## config.mk

```make
export PLATFORM = sky130hd
export DESIGN_NAME = foursprite_compositor_flat
export DESIGN_NICKNAME = d
export VERILOG_FILES = /design/src/rtl/foursprite_compositor_if.sv /design/src/rtl/foursprite_compositor.sv /design/src/flat_wrapper.sv
export SDC_FILE = /design/constraint.sdc
export NUM_CORES = 1
export LEC_CHECK = 0
export CAP_MARGIN = 10
export CORE_MARGIN = 4
export CORE_UTILIZATION = 45
export DETAILED_ROUTE_END_ITERATION = 8
export GPL_TIMING_DRIVEN = 1
export MAX_ROUTING_LAYER = met4
export PLACE_DENSITY = 0.7
export SLEW_MARGIN = 0
export SYNTH_ARGS = -nofsm -noshare
export SYNTH_HDL_FRONTEND = slang
export SYNTH_SLANG_ARGS = --single-unit
export TNS_END_PERCENT = 5
```

## constraint.sdc

```tcl
create_clock -name clk -period 4.9 [get_ports clk]
set_input_delay 0.98 -clock clk [delete_from_list [all_inputs] [get_ports clk]]
set_output_delay 0.98 -clock clk [all_outputs]
set_load 0.02 [all_outputs]
```

## src/rtl/foursprite_compositor_if.sv

```systemverilog
// Bundles the pixel-timing inputs, sprite configuration, sprite ROM port and
// composited outputs of foursprite_compositor into one port.
interface foursprite_compositor_if #(
  parameter int SPR_BITS = 5,
  parameter int ADDR_W   = 2 + 2*SPR_BITS
);
  logic              frame_start;
  logic [9:0]        draw_x;
  logic [9:0]        draw_y;
  logic              blank_in;
  logic              hs_in;
  logic              vs_in;
  logic [39:0]       spr_x;
  logic [39:0]       spr_y;
  logic [3:0]        spr_en;
  logic [ADDR_W-1:0] rom_addr;
  logic [3:0]        rom_data;
  logic [3:0]        pixel_index;
  logic              blank_out;
  logic              hs_out;
  logic              vs_out;
  logic              collision;

  modport slave (
    input  frame_start, draw_x, draw_y, blank_in, hs_in, vs_in,
    input  spr_x, spr_y, spr_en, rom_data,
    output rom_addr, pixel_index, blank_out, hs_out, vs_out, collision
  );

  modport master (
    output frame_start, draw_x, draw_y, blank_in, hs_in, vs_in,
    output spr_x, spr_y, spr_en, rom_data,
    input  rom_addr, pixel_index, blank_out, hs_out, vs_out, collision
  );
endinterface

```

## src/rtl/foursprite_compositor.sv

```systemverilog
// Four-sprite hit test, priority select and ROM lookup producing a palette index;
// 2-cycle latency from draw coordinate to pixel_index, one pixel per clock, never stalls.
module foursprite_compositor #(
  parameter int SPR_BITS = 5,
  parameter int ADDR_W   = 2 + 2*SPR_BITS
) (
  input  logic                  clk,
  input  logic                  rst_n,
  foursprite_compositor_if.slave bus
);
  localparam logic [10:0] SIDE = 11'(1 << SPR_BITS);

  logic [3:0][9:0]   sx_q, sx_d, sy_q, sy_d;
  logic [3:0]        en_q, en_d;
  logic [ADDR_W-1:0] rom_addr_q, rom_addr_d;
  logic              hit_d1_q, hit_d1_d;
  logic              blank_d1_q, blank_d1_d;
  logic              hs_d1_q, hs_d1_d;
  logic              vs_d1_q, vs_d1_d;
  logic [3:0]        pixel_index_q, pixel_index_d;
  logic              blank_out_q, blank_out_d;
  logic              hs_out_q, hs_out_d;
  logic              vs_out_q, vs_out_d;
  logic              ovl_q, ovl_d;
  logic              collision_q, collision_d;

  logic [3:0][10:0]  dx, dy;
  logic [3:0]        hit;
  logic              sel_vld;
  logic [1:0]        sel_id;
  logic              overlap;

  // 11-bit offsets keep a box hanging past column/row 1023 from wrapping to 0.
  always_comb begin
    dx  = '0;
    dy  = '0;
    hit = '0;
    for (int i = 0; i < 4; i++) begin
      dx[i]  = {1'b0, bus.draw_x} - {1'b0, sx_q[i]};
      dy[i]  = {1'b0, bus.draw_y} - {1'b0, sy_q[i]};
      hit[i] = en_q[i]
             && (bus.draw_x >= sx_q[i]) && (dx[i] < SIDE)
             && (bus.draw_y >= sy_q[i]) && (dy[i] < SIDE);
    end
  end

  always_comb begin
    sel_vld = 1'b0;
    sel_id  = 2'd0;
    for (int i = 3; i >= 0; i--) begin
      if (hit[i]) begin
        sel_vld = 1'b1;
        sel_id  = 2'(i);
      end
    end
  end

  // Clearing the lowest set bit leaves something only when two or more sprites hit.
  assign overlap = bus.blank_in && ((hit & (hit - 4'd1)) != 4'd0);

  always_comb begin
    sx_d = sx_q;
    sy_d = sy_q;
    en_d = en_q;
    if (bus.frame_start) begin
      sx_d = bus.spr_x;
      sy_d = bus.spr_y;
      en_d = bus.spr_en;
    end

    rom_addr_d = rom_addr_q;
    if (sel_vld) begin
      rom_addr_d = {sel_id, dy[sel_id][SPR_BITS-1:0], dx[sel_id][SPR_BITS-1:0]};
    end
    hit_d1_d   = sel_vld;
    blank_d1_d = bus.blank_in;
    hs_d1_d    = bus.hs_in;
    vs_d1_d    = bus.vs_in;

    pixel_index_d = (blank_d1_q && hit_d1_q) ? bus.rom_data : 4'h0;
    blank_out_d   = blank_d1_q;
    hs_out_d      = hs_d1_q;
    vs_out_d      = vs_d1_q;

    // The frame_start clear beats a same-cycle set, but that overlap still reaches collision.
    collision_d = collision_q;
    ovl_d       = ovl_q | overlap;
    if (bus.frame_start) begin
      collision_d = ovl_q | overlap;
      ovl_d       = 1'b0;
    end
  end

  always_ff @(posedge clk or negedge rst_n) begin
    if (!rst_n) begin
      sx_q          <= '0;
      sy_q          <= '0;
      en_q          <= '0;
      rom_addr_q    <= '0;
      hit_d1_q      <= 1'b0;
      blank_d1_q    <= 1'b0;
      hs_d1_q       <= 1'b0;
      vs_d1_q       <= 1'b0;
      pixel_index_q <= 4'h0;
      blank_out_q   <= 1'b0;
      hs_out_q      <= 1'b0;
      vs_out_q      <= 1'b0;
      ovl_q         <= 1'b0;
      collision_q   <= 1'b0;
    end else begin
      sx_q          <= sx_d;
      sy_q          <= sy_d;
      en_q          <= en_d;
      rom_addr_q    <= rom_addr_d;
      hit_d1_q      <= hit_d1_d;
      blank_d1_q    <= blank_d1_d;
      hs_d1_q       <= hs_d1_d;
      vs_d1_q       <= vs_d1_d;
      pixel_index_q <= pixel_index_d;
      blank_out_q   <= blank_out_d;
      hs_out_q      <= hs_out_d;
      vs_out_q      <= vs_out_d;
      ovl_q         <= ovl_d;
      collision_q   <= collision_d;
    end
  end

  assign bus.rom_addr    = rom_addr_q;
  assign bus.pixel_index = pixel_index_q;
  assign bus.blank_out   = blank_out_q;
  assign bus.hs_out      = hs_out_q;
  assign bus.vs_out      = vs_out_q;
  assign bus.collision   = collision_q;
endmodule
```

## src/flat_wrapper.sv

```systemverilog
// flat-port wrapper written by rule: the top's interface ports become plain ports
module foursprite_compositor_flat 
#(
  parameter int SPR_BITS = 5,
  parameter int ADDR_W   = 2 + 2*SPR_BITS
)
  (clk, rst_n, bus_frame_start, bus_draw_x, bus_draw_y, bus_blank_in, bus_hs_in, bus_vs_in, bus_spr_x, bus_spr_y, bus_spr_en, bus_rom_data, bus_rom_addr, bus_pixel_index, bus_blank_out, bus_hs_out, bus_vs_out, bus_collision);
  foursprite_compositor_if #(.SPR_BITS(SPR_BITS), .ADDR_W(ADDR_W)) bus_i ();
  input  logic clk;
  input  logic rst_n;
  input wire logic [$bits(bus_i.frame_start)-1:0] bus_frame_start;
  input wire logic [$bits(bus_i.draw_x)-1:0] bus_draw_x;
  input wire logic [$bits(bus_i.draw_y)-1:0] bus_draw_y;
  input wire logic [$bits(bus_i.blank_in)-1:0] bus_blank_in;
  input wire logic [$bits(bus_i.hs_in)-1:0] bus_hs_in;
  input wire logic [$bits(bus_i.vs_in)-1:0] bus_vs_in;
  input wire logic [$bits(bus_i.spr_x)-1:0] bus_spr_x;
  input wire logic [$bits(bus_i.spr_y)-1:0] bus_spr_y;
  input wire logic [$bits(bus_i.spr_en)-1:0] bus_spr_en;
  input wire logic [$bits(bus_i.rom_data)-1:0] bus_rom_data;
  output wire logic [$bits(bus_i.rom_addr)-1:0] bus_rom_addr;
  output wire logic [$bits(bus_i.pixel_index)-1:0] bus_pixel_index;
  output wire logic [$bits(bus_i.blank_out)-1:0] bus_blank_out;
  output wire logic [$bits(bus_i.hs_out)-1:0] bus_hs_out;
  output wire logic [$bits(bus_i.vs_out)-1:0] bus_vs_out;
  output wire logic [$bits(bus_i.collision)-1:0] bus_collision;
  assign bus_i.frame_start = bus_frame_start;
  assign bus_i.draw_x = bus_draw_x;
  assign bus_i.draw_y = bus_draw_y;
  assign bus_i.blank_in = bus_blank_in;
  assign bus_i.hs_in = bus_hs_in;
  assign bus_i.vs_in = bus_vs_in;
  assign bus_i.spr_x = bus_spr_x;
  assign bus_i.spr_y = bus_spr_y;
  assign bus_i.spr_en = bus_spr_en;
  assign bus_i.rom_data = bus_rom_data;
  assign bus_rom_addr = bus_i.rom_addr;
  assign bus_pixel_index = bus_i.pixel_index;
  assign bus_blank_out = bus_i.blank_out;
  assign bus_hs_out = bus_i.hs_out;
  assign bus_vs_out = bus_i.vs_out;
  assign bus_collision = bus_i.collision;
  foursprite_compositor #(.SPR_BITS(SPR_BITS), .ADDR_W(ADDR_W)) u_core (.clk(clk), .rst_n(rst_n), .bus(bus_i));
endmodule
```

==> results of run 1 <==
==> sequential cells by signal, summed over array words and instances (netlist names) <==
register                cells
u_core.sx_q                40
u_core.sy_q                40
u_core.bus.rom_addr        12
u_core.bus.pixel_index      4
u_core.en_q                 4
u_core.blank_d1_q           1
u_core.bus.blank_out        1
u_core.bus.collision        1
u_core.bus.hs_out           1
u_core.bus.vs_out           1
u_core.hit_d1_q             1
u_core.hs_d1_q              1
u_core.ovl_q                1
u_core.vs_d1_q              1
==> cell usage in the layout, fill, tap and decap left out, types with 6 or more instances in the layout <==
cell and count:
nor3_1 14, nor3b_1 7, or2_2 7, inv_1 102, mux2_2 18, nand3b_1 6
fa_1 8, or4_1 7, nand3_1 8, clkdlybuf4s50_1 131, xnor2_1 17, dfrtp_1 109
mux2i_1 12, xor2_1 8, o211ai_1 11, o21a_1 8, nor4_1 11, and3_1 8
nand2b_1 29, nor2_1 46, a211oi_1 12, buf_4 19, o21ai_0 124, ha_1 80
a21o_1 20, o2111ai_1 8, a21boi_0 6, a31oi_1 9, nand2_1 112, a21oi_1 56
nand4_1 6, clkbuf_16 9, nor2b_1 12
==> metrics by stage <==
step / hold WS, ns / worst slack, ns
final: 0.351 / 0.435
after global placement: 0.333 / 0.164
after detailed placement: 0.335 / 0.0761
after global routing: 0.369 / 0.305
after CTS: 0.351 / 0.448
after floorplan: 0.331 / 0.826
==> Yosys cell counts (5+ instances only) <==
| cell | number |
|---|---|
| o2111ai_1 | 8 |
| nand2_1 | 112 |
| o211ai_1 | 11 |
| inv_1 | 102 |
| o21bai_1 | 5 |
| or4_1 | 7 |
| nor3_1 | 14 |
| fa_1 | 8 |
| ha_1 | 80 |
| nand2b_1 | 29 |
| nor4_1 | 11 |
| a21oi_1 | 56 |
| a21boi_0 | 6 |
| nor2b_1 | 12 |
| mux2_1 | 5 |
| xnor2_1 | 17 |
| mux2_2 | 18 |
| a31oi_1 | 9 |
| a21o_1 | 20 |
| and3_1 | 8 |
| o21ai_0 | 124 |
| a221oi_1 | 5 |
| or2_2 | 7 |
| nand3_1 | 8 |
| xor2_1 | 8 |
| dfrtp_1 | 109 |
| nand3b_1 | 6 |
| nor2_1 | 46 |
| o21a_1 | 8 |
| nand4_1 | 6 |
| clkbuf_1 | 24 |
| nor3b_1 | 7 |
| a211oi_1 | 12 |
| mux2i_1 | 12 |
| o31a_1 | 5 |
==> final cells by class <==
type                    instances  area [um2]
repair buffers                151        1470
clock inverters                 5        57.6
well taps                     234         293
clock buffers                  11         253
inverters                     102         383
fillers                      1714        8230
flip-flops and latches        109        2730
multi-input cells             763        5350
==> worst max-delay path, delay by kind of cell <==
family | cells | cell delay, ns
and+or+nand+nor | 2 | 0.83
adders and majority gates | 2 | 0.64
AOI/OAI and AO/OA | 5 | 1.25
buffers and inverters | 2 | 0.55
muxes | 2 | 0.48
==> where the power goes <==
part / switching (mW) / internal [mW] / total [mW] / leakage, nW
registers: 0.0282 / 0.968 / 0.996 / 1.35
logic: 0.578 / 0.451 / 1.03 / 3.22
clock network: 0.349 / 0.426 / 0.775 / 0.156
==> worst max-delay path by stage <==
stage,endpoint,startpoint
2_1_floorplan,u_core.bus.rom_addr[9],bus_draw_y[0]
3_3_place_gp,u_core.bus.rom_addr[9],bus_draw_y[0]
3_5_place_dp,u_core.bus.rom_addr[9],bus_draw_y[0]
4_1_cts,u_core.bus.rom_addr[9],bus_draw_y[0]
5_1_grt,u_core.bus.rom_addr[9],bus_draw_y[0]
6_report,u_core.bus.rom_addr[9],bus_draw_y[0]
==> cell families (layout without fill, tap and decap cells) <==
| group | count (synthesis) | after routing |
|---|---|---|
| flops | 109 | 109 |
| fa+ha+maj | 89 | 89 |
| xor+xnor | 25 | 25 |
| compound gates | 314 | 314 |
| buf+inv | 136 | 269 |
| mux | 35 | 35 |
| simple gates | 300 | 300 |
==> metal layers <==
metal,track usage,vias up,part of all wire,routed length [um]
met4,0.0607,0,0.017,399
li1,-,3859,-,-
met1,0.326,3507,0.50,11800
met2,0.323,215,0.43,9980
met5,-,-,0,0
met3,0.0317,23,0.054,1250
==> results.json, run 1 <==
{
  "cts_resized": 0,
  "ioPinCount": 134,
  "clock_latency_ns": 0.36,
  "drive_gt1_frac": 0.0684,
  "synth_cell_types": 82,
  "grt_start_max_net_pins": 116,
  "cts.sinks": 109,
  "hold-path-cell-count": 0,
  "vias": 7604,
  "fin_nets": 1338,
  "hpwl_um": 18500,
  "finalPower_mw": 2.80,
  "finalSetupViolCount": 0,
  "path_cells": "clkdlybuf4s50_1, inv_1, ha_1, fa_1, and2b_1, o211ai_2, a32oi_2, mux2i_1, a2111o_1, or4_4, a21oi_4, mux2_1, a21o_1",
  "fp.dieW_um": 146,
  "min_period_over_period": 0.911,
  "cp.required_ns": 5.16,
  "yosys.area.top_type": "dfrtp_1",
  "worstHoldStart": "u_core.vs_d1_q",
  "synthMuxAreaShare": 0.0441,
  "grt_usage": 0.223,
  "final_cells": 1375,
  "ctsHoldBuffers": 0,
  "synth_compound_area_frac": 0.234,
  "cpMaxStageDelayCell": "or4_4",
  "yosys_warnings": 0,
  "numCtsBuffers": 9,
  "synth_top_family_by_area": "compound AO/OA/AOI/OAI gates",
  "finalHoldViolCount": 0,
  "antenna_cells": 0,
  "critPathKind": "primary input to flip-flop",
  "antenna_found_initial": 0,
  "grt.overflow.total": 0,
  "synth.top_cell.area_share": 0.317,
  "viasPerCell": 5.53,
  "r2r_slack_ns": 1.23,
  "syn_area_per_cell_um2": 8.53,
  "placed_area_um2": 10200,
  "synth_edf_count": 0,
  "synthToLayoutAreaGrowth_pct": 22.5,
  "synth_fa_ha_area_frac": 0.136,
  "min_to": "u_core.bus.vs_out",
  "peakVddDrop_v": 0.000177,
  "worstRegToRegCells": 11,
  "die-height_um": 146,
  "powerDensity_nw_per_um2": 266,
  "path_clk_slew_ns": 0.08,
  "io_buffer_count": 133,
  "final_area_um2": 10500,
  "antenna_left": 0,
  "yosys.area_share.simple": 0.182,
  "worstPathMaxFanout": 5,
  "start_util": 0.458,
  "slew_headroom": 0.294,
  "drtIter0Drc": 550,
  "wl_um": 23400,
  "h-tree-depth": 3,
  "placed_cells": 1359,
  "cts_buffer_depth": 2,
  "clockRootBuffer": "clkbuf_16",
  "post-cts-setup-buffer-count": 0,
  "crit_path_start_kind": "primary input",
  "status": "finished, final reports clean",
  "syn_inst": 1008,
  "hold_class": "flip-flop to flip-flop",
  "drv_slew": 0,
  "synth_ff_type": "dfrtp_1",
  "routabilityCongestion": 0.959,
  "fin_crit_ns": 4.46,
  "reg2reg_from": "u_core.sy_q[10]",
  "cts_tree": "yes",
  "critPathArrivalTime_ns": 4.73,
  "critPathMaxStageDelay_ns": 0.57,
  "finish.utilization": 0.561,
  "rsz0062_at_grt": "false",
  "grt_pass1_vias": 7184,
  "grt_pass1_wl_um": 37600,
  "synth-async-reset-ratio": 1.00,
  "cap_violations": 0,
  "syn_nets": 1210,
  "synth_seq_cells": 109,
  "max_freq_ghz": 0.224,
  "tns_ns": 0,
  "ys_seq_area_frac": 0.317,
  "wl_per_cell_um": 17.0,
  "dieArea_um2": 21400,
  "r2r_end": "u_core.bus.rom_addr[9]",
  "p_leak_nw": 4.72,
  "drc": 0,
  "first_pass_iters": 5,
  "synth_top_cells_by_area": "dfrtp_1 (32%), ha_1 (12%), o21ai_0 (7.2%), nand2_1 (4.9%), inv_1 (4.5%)",
  "core_area_um2": 18800,
  "finClkSkew_ns": 0.0122,
  "num_rows": 50,
  "post_synth_xor_area_fraction": 0.0255,
  "critPathCaptureType": "flip-flop",
  "synth_area_um2": 8600,
  "worst_pin_slew_ns": 1.06
}
Power figures use the tool's default switching activity.
==> run 2, diff against run 1 <==
CORE_UTILIZATION = 53   (was 45)
PLACE_DENSITY = 0.8   (was 0.7)
==> run 2 against run 1 <==
Compared with the run above: routed wire length decreased by 0.23%; clock-buffer cell count stayed put; power fell by 2.7%; maximum frequency about the same; critical path depth is the same; sequential share of layout area rose by 0.10 points; clock skew decreased by 0.0036 ns; clock power decreased by 10%; final cell count is 1.2% lower; core utilization is 9.9 points higher; register-to-register slack improved by 0.02 ns; via count grew 3.0%.
==> results.json, run 2 (synthesis results as in run 1) <==
{
  "cap_violations": 0,
  "cp_num_buf_inv": 2,
  "final_common_cell": "clkdlybuf4s50_1",
  "post-cts-setup-buffer-count": 0,
  "drv_slew": 0,
  "antenna_found_initial": 0,
  "drc": 0,
  "fin_nets": 1340,
  "cp.required_ns": 5.15,
  "cts_buffer_depth": 2,
  "powerDensity_nw_per_um2": 260,
  "placed_cells": 1343,
  "worstPathMaxFanout": 5,
  "wl_met1_um": 11200,
  "peakVddDrop_v": 0.000219,
  "grt_usage": 0.263,
  "wl_per_cell_um": 17.2,
  "wl_um": 23300,
  "num_rows": 46,
  "grt_start_max_net_pins": 81,
  "wl_met2_um": 9800,
  "dieArea_um2": 18300,
  "p_leak_nw": 4.72,
  "cts.sinks": 109,
  "met3_length_um": 1640,
  "finClkSkew_ns": 0.00854,
  "fp.dieW_um": 135,
  "clockRootBuffer": "clkbuf_16",
  "hold_class": "flip-flop to flip-flop",
  "numCtsBuffers": 9,
  "worstSetupStartpoint": "bus_draw_y[0]",
  "critPathMaxStageDelay_ns": 0.57,
  "cpLargestDelayFamily": "compound AO/OA/AOI/OAI gates",
  "top_layer": "met4",
  "tns_ns": 0,
  "routabilityCongestion": 0.957,
  "fin_crit_ns": 4.47,
  "die-height_um": 135,
  "vias": 7832,
  "finalSetupViolCount": 0,
  "antenna_cells": 0,
  "max_freq_ghz": 0.224,
  "ioPinCount": 134,
  "cts_resized": 0,
  "antenna_left": 0,
  "critPathKind": "primary input to flip-flop",
  "worst_pin_slew_ns": 1.03,
  "grt.overflow.total": 0,
  "path_cells": "clkdlybuf4s50_1, inv_1, ha_1, fa_1, and2b_1, o211ai_2, a32oi_2, mux2i_1, a2111o_1, or4_4, a21oi_4, mux2_1, a21o_1",
  "cpMaxStageDelayCell": "or4_4",
  "rsz0062_at_grt": "false",
  "h-tree-depth": 3,
  "synthToLayoutAreaGrowth_pct": 22.0,
  "reg2reg_from": "u_core.sy_q[10]",
  "io_buffer_count": 133,
  "drtIter0Drc": 745,
  "drive_gt1_frac": 0.0683,
  "fill_cells": 1381,
  "critPathArrivalTime_ns": 4.72,
  "min_period_over_period": 0.911,
  "first_pass_iters": 5,
  "slew_headroom": 0.312,
  "viasPerCell": 5.77,
  "crit_path_start_kind": "primary input",
  "hpwl_um": 18200,
  "ctsHoldBuffers": 0,
  "clock_latency_ns": 0.36,
  "worstHoldStart": "u_core.hs_d1_q",
  "status": "finished, final reports clean",
  "mostFrequentLayoutCells": "clkdlybuf4s50_1 (131), o21ai_0 (124), nand2_1 (112)",
  "whs_ns": 0.354,
  "grt_pass1_vias": 7306,
  "final_cells": 1358,
  "finalHoldViolCount": 0,
  "grt_pass1_wl_um": 37000,
  "path_clk_slew_ns": 0.07,
  "cts_tree": "yes",
  "critPathCaptureType": "flip-flop",
  "core_area_um2": 15900,
  "start_util": 0.541
}
run 2: changes by cell type in the layout (fill, tap and decap cells not counted), sizes merged:
cell    before  now
bufinv       1    0
buf         20   22
run 2: worst register-to-register path: stages, from the launching register on:
cell and delay (ns):
dfrtp_1 0.38, ha_1 0.21, fa_1 0.39, and2b_1 0.26
o211ai_2 0.14, a32oi_2 0.26, mux2i_1 0.12, a2111o_1 0.43
or4_4 0.57, a21oi_4 0.27, mux2_1 0.36, a21o_1 0.15
run 2: path summary, 6_finish.rpt:
kind,slack [ns],cells after the start,to
worst max-delay path,0.43,13,u_core.bus.rom_addr[9]
worst min-delay path,0.35,0,u_core.bus.hs_out
worst max register to register,1.25,11,u_core.bus.rom_addr[9]
worst min register to register,0.35,0,u_core.bus.hs_out
max in group asynchronous,3.13,2,u_core.bus.hs_out
min in group asynchronous,0.78,1,u_core.sy_q[36]
run 2: power breakdown:
part	switching, mW	internal, mW
combinational	0.579	0.451
clock	0.339	0.356
sequential	0.0294	0.968
run 2: layer usage:
metal | global-route usage | vias to the layer above
met2 | 0.377 | 275
met1 | 0.381 | 3655
met4 | 0.0851 | 0
met3 | 0.0442 | 29
li1 | - | 3873
met5 | - | -
run 2: area by class of cell:
class / instances / area [um2] / share of cell area
repair buffers: 153 / 1490 / 0.142
flip-flops and latches: 109 / 2730 / 0.260
clock inverters: 4 / 23.8 / 0.00227
well taps: 216 / 270 / 0.0258
clock buffers: 11 / 243 / 0.0231
multi-input cells: 763 / 5360 / 0.510
inverters: 102 / 383 / 0.0365
run 2: per-stage QoR:
step                      worst slack [ns]  power (mW)  area, um2  utilization
after floorplan                      0.826        1.69       8600            -
after global placement               0.179        2.00      10200        0.644
after detailed placement             0.111        2.02      10200        0.644
after CTS                            0.468        2.72      10500        0.661
after global routing                 0.289        2.90      10500        0.661
final                                0.434        2.72      10500        0.661
==> run 3, diff against run 2 <==
SLEW_MARGIN = default   (was 0)
==> results of run 3 <==
No change in the layout: final DEF, timing and power equal those of run 2.
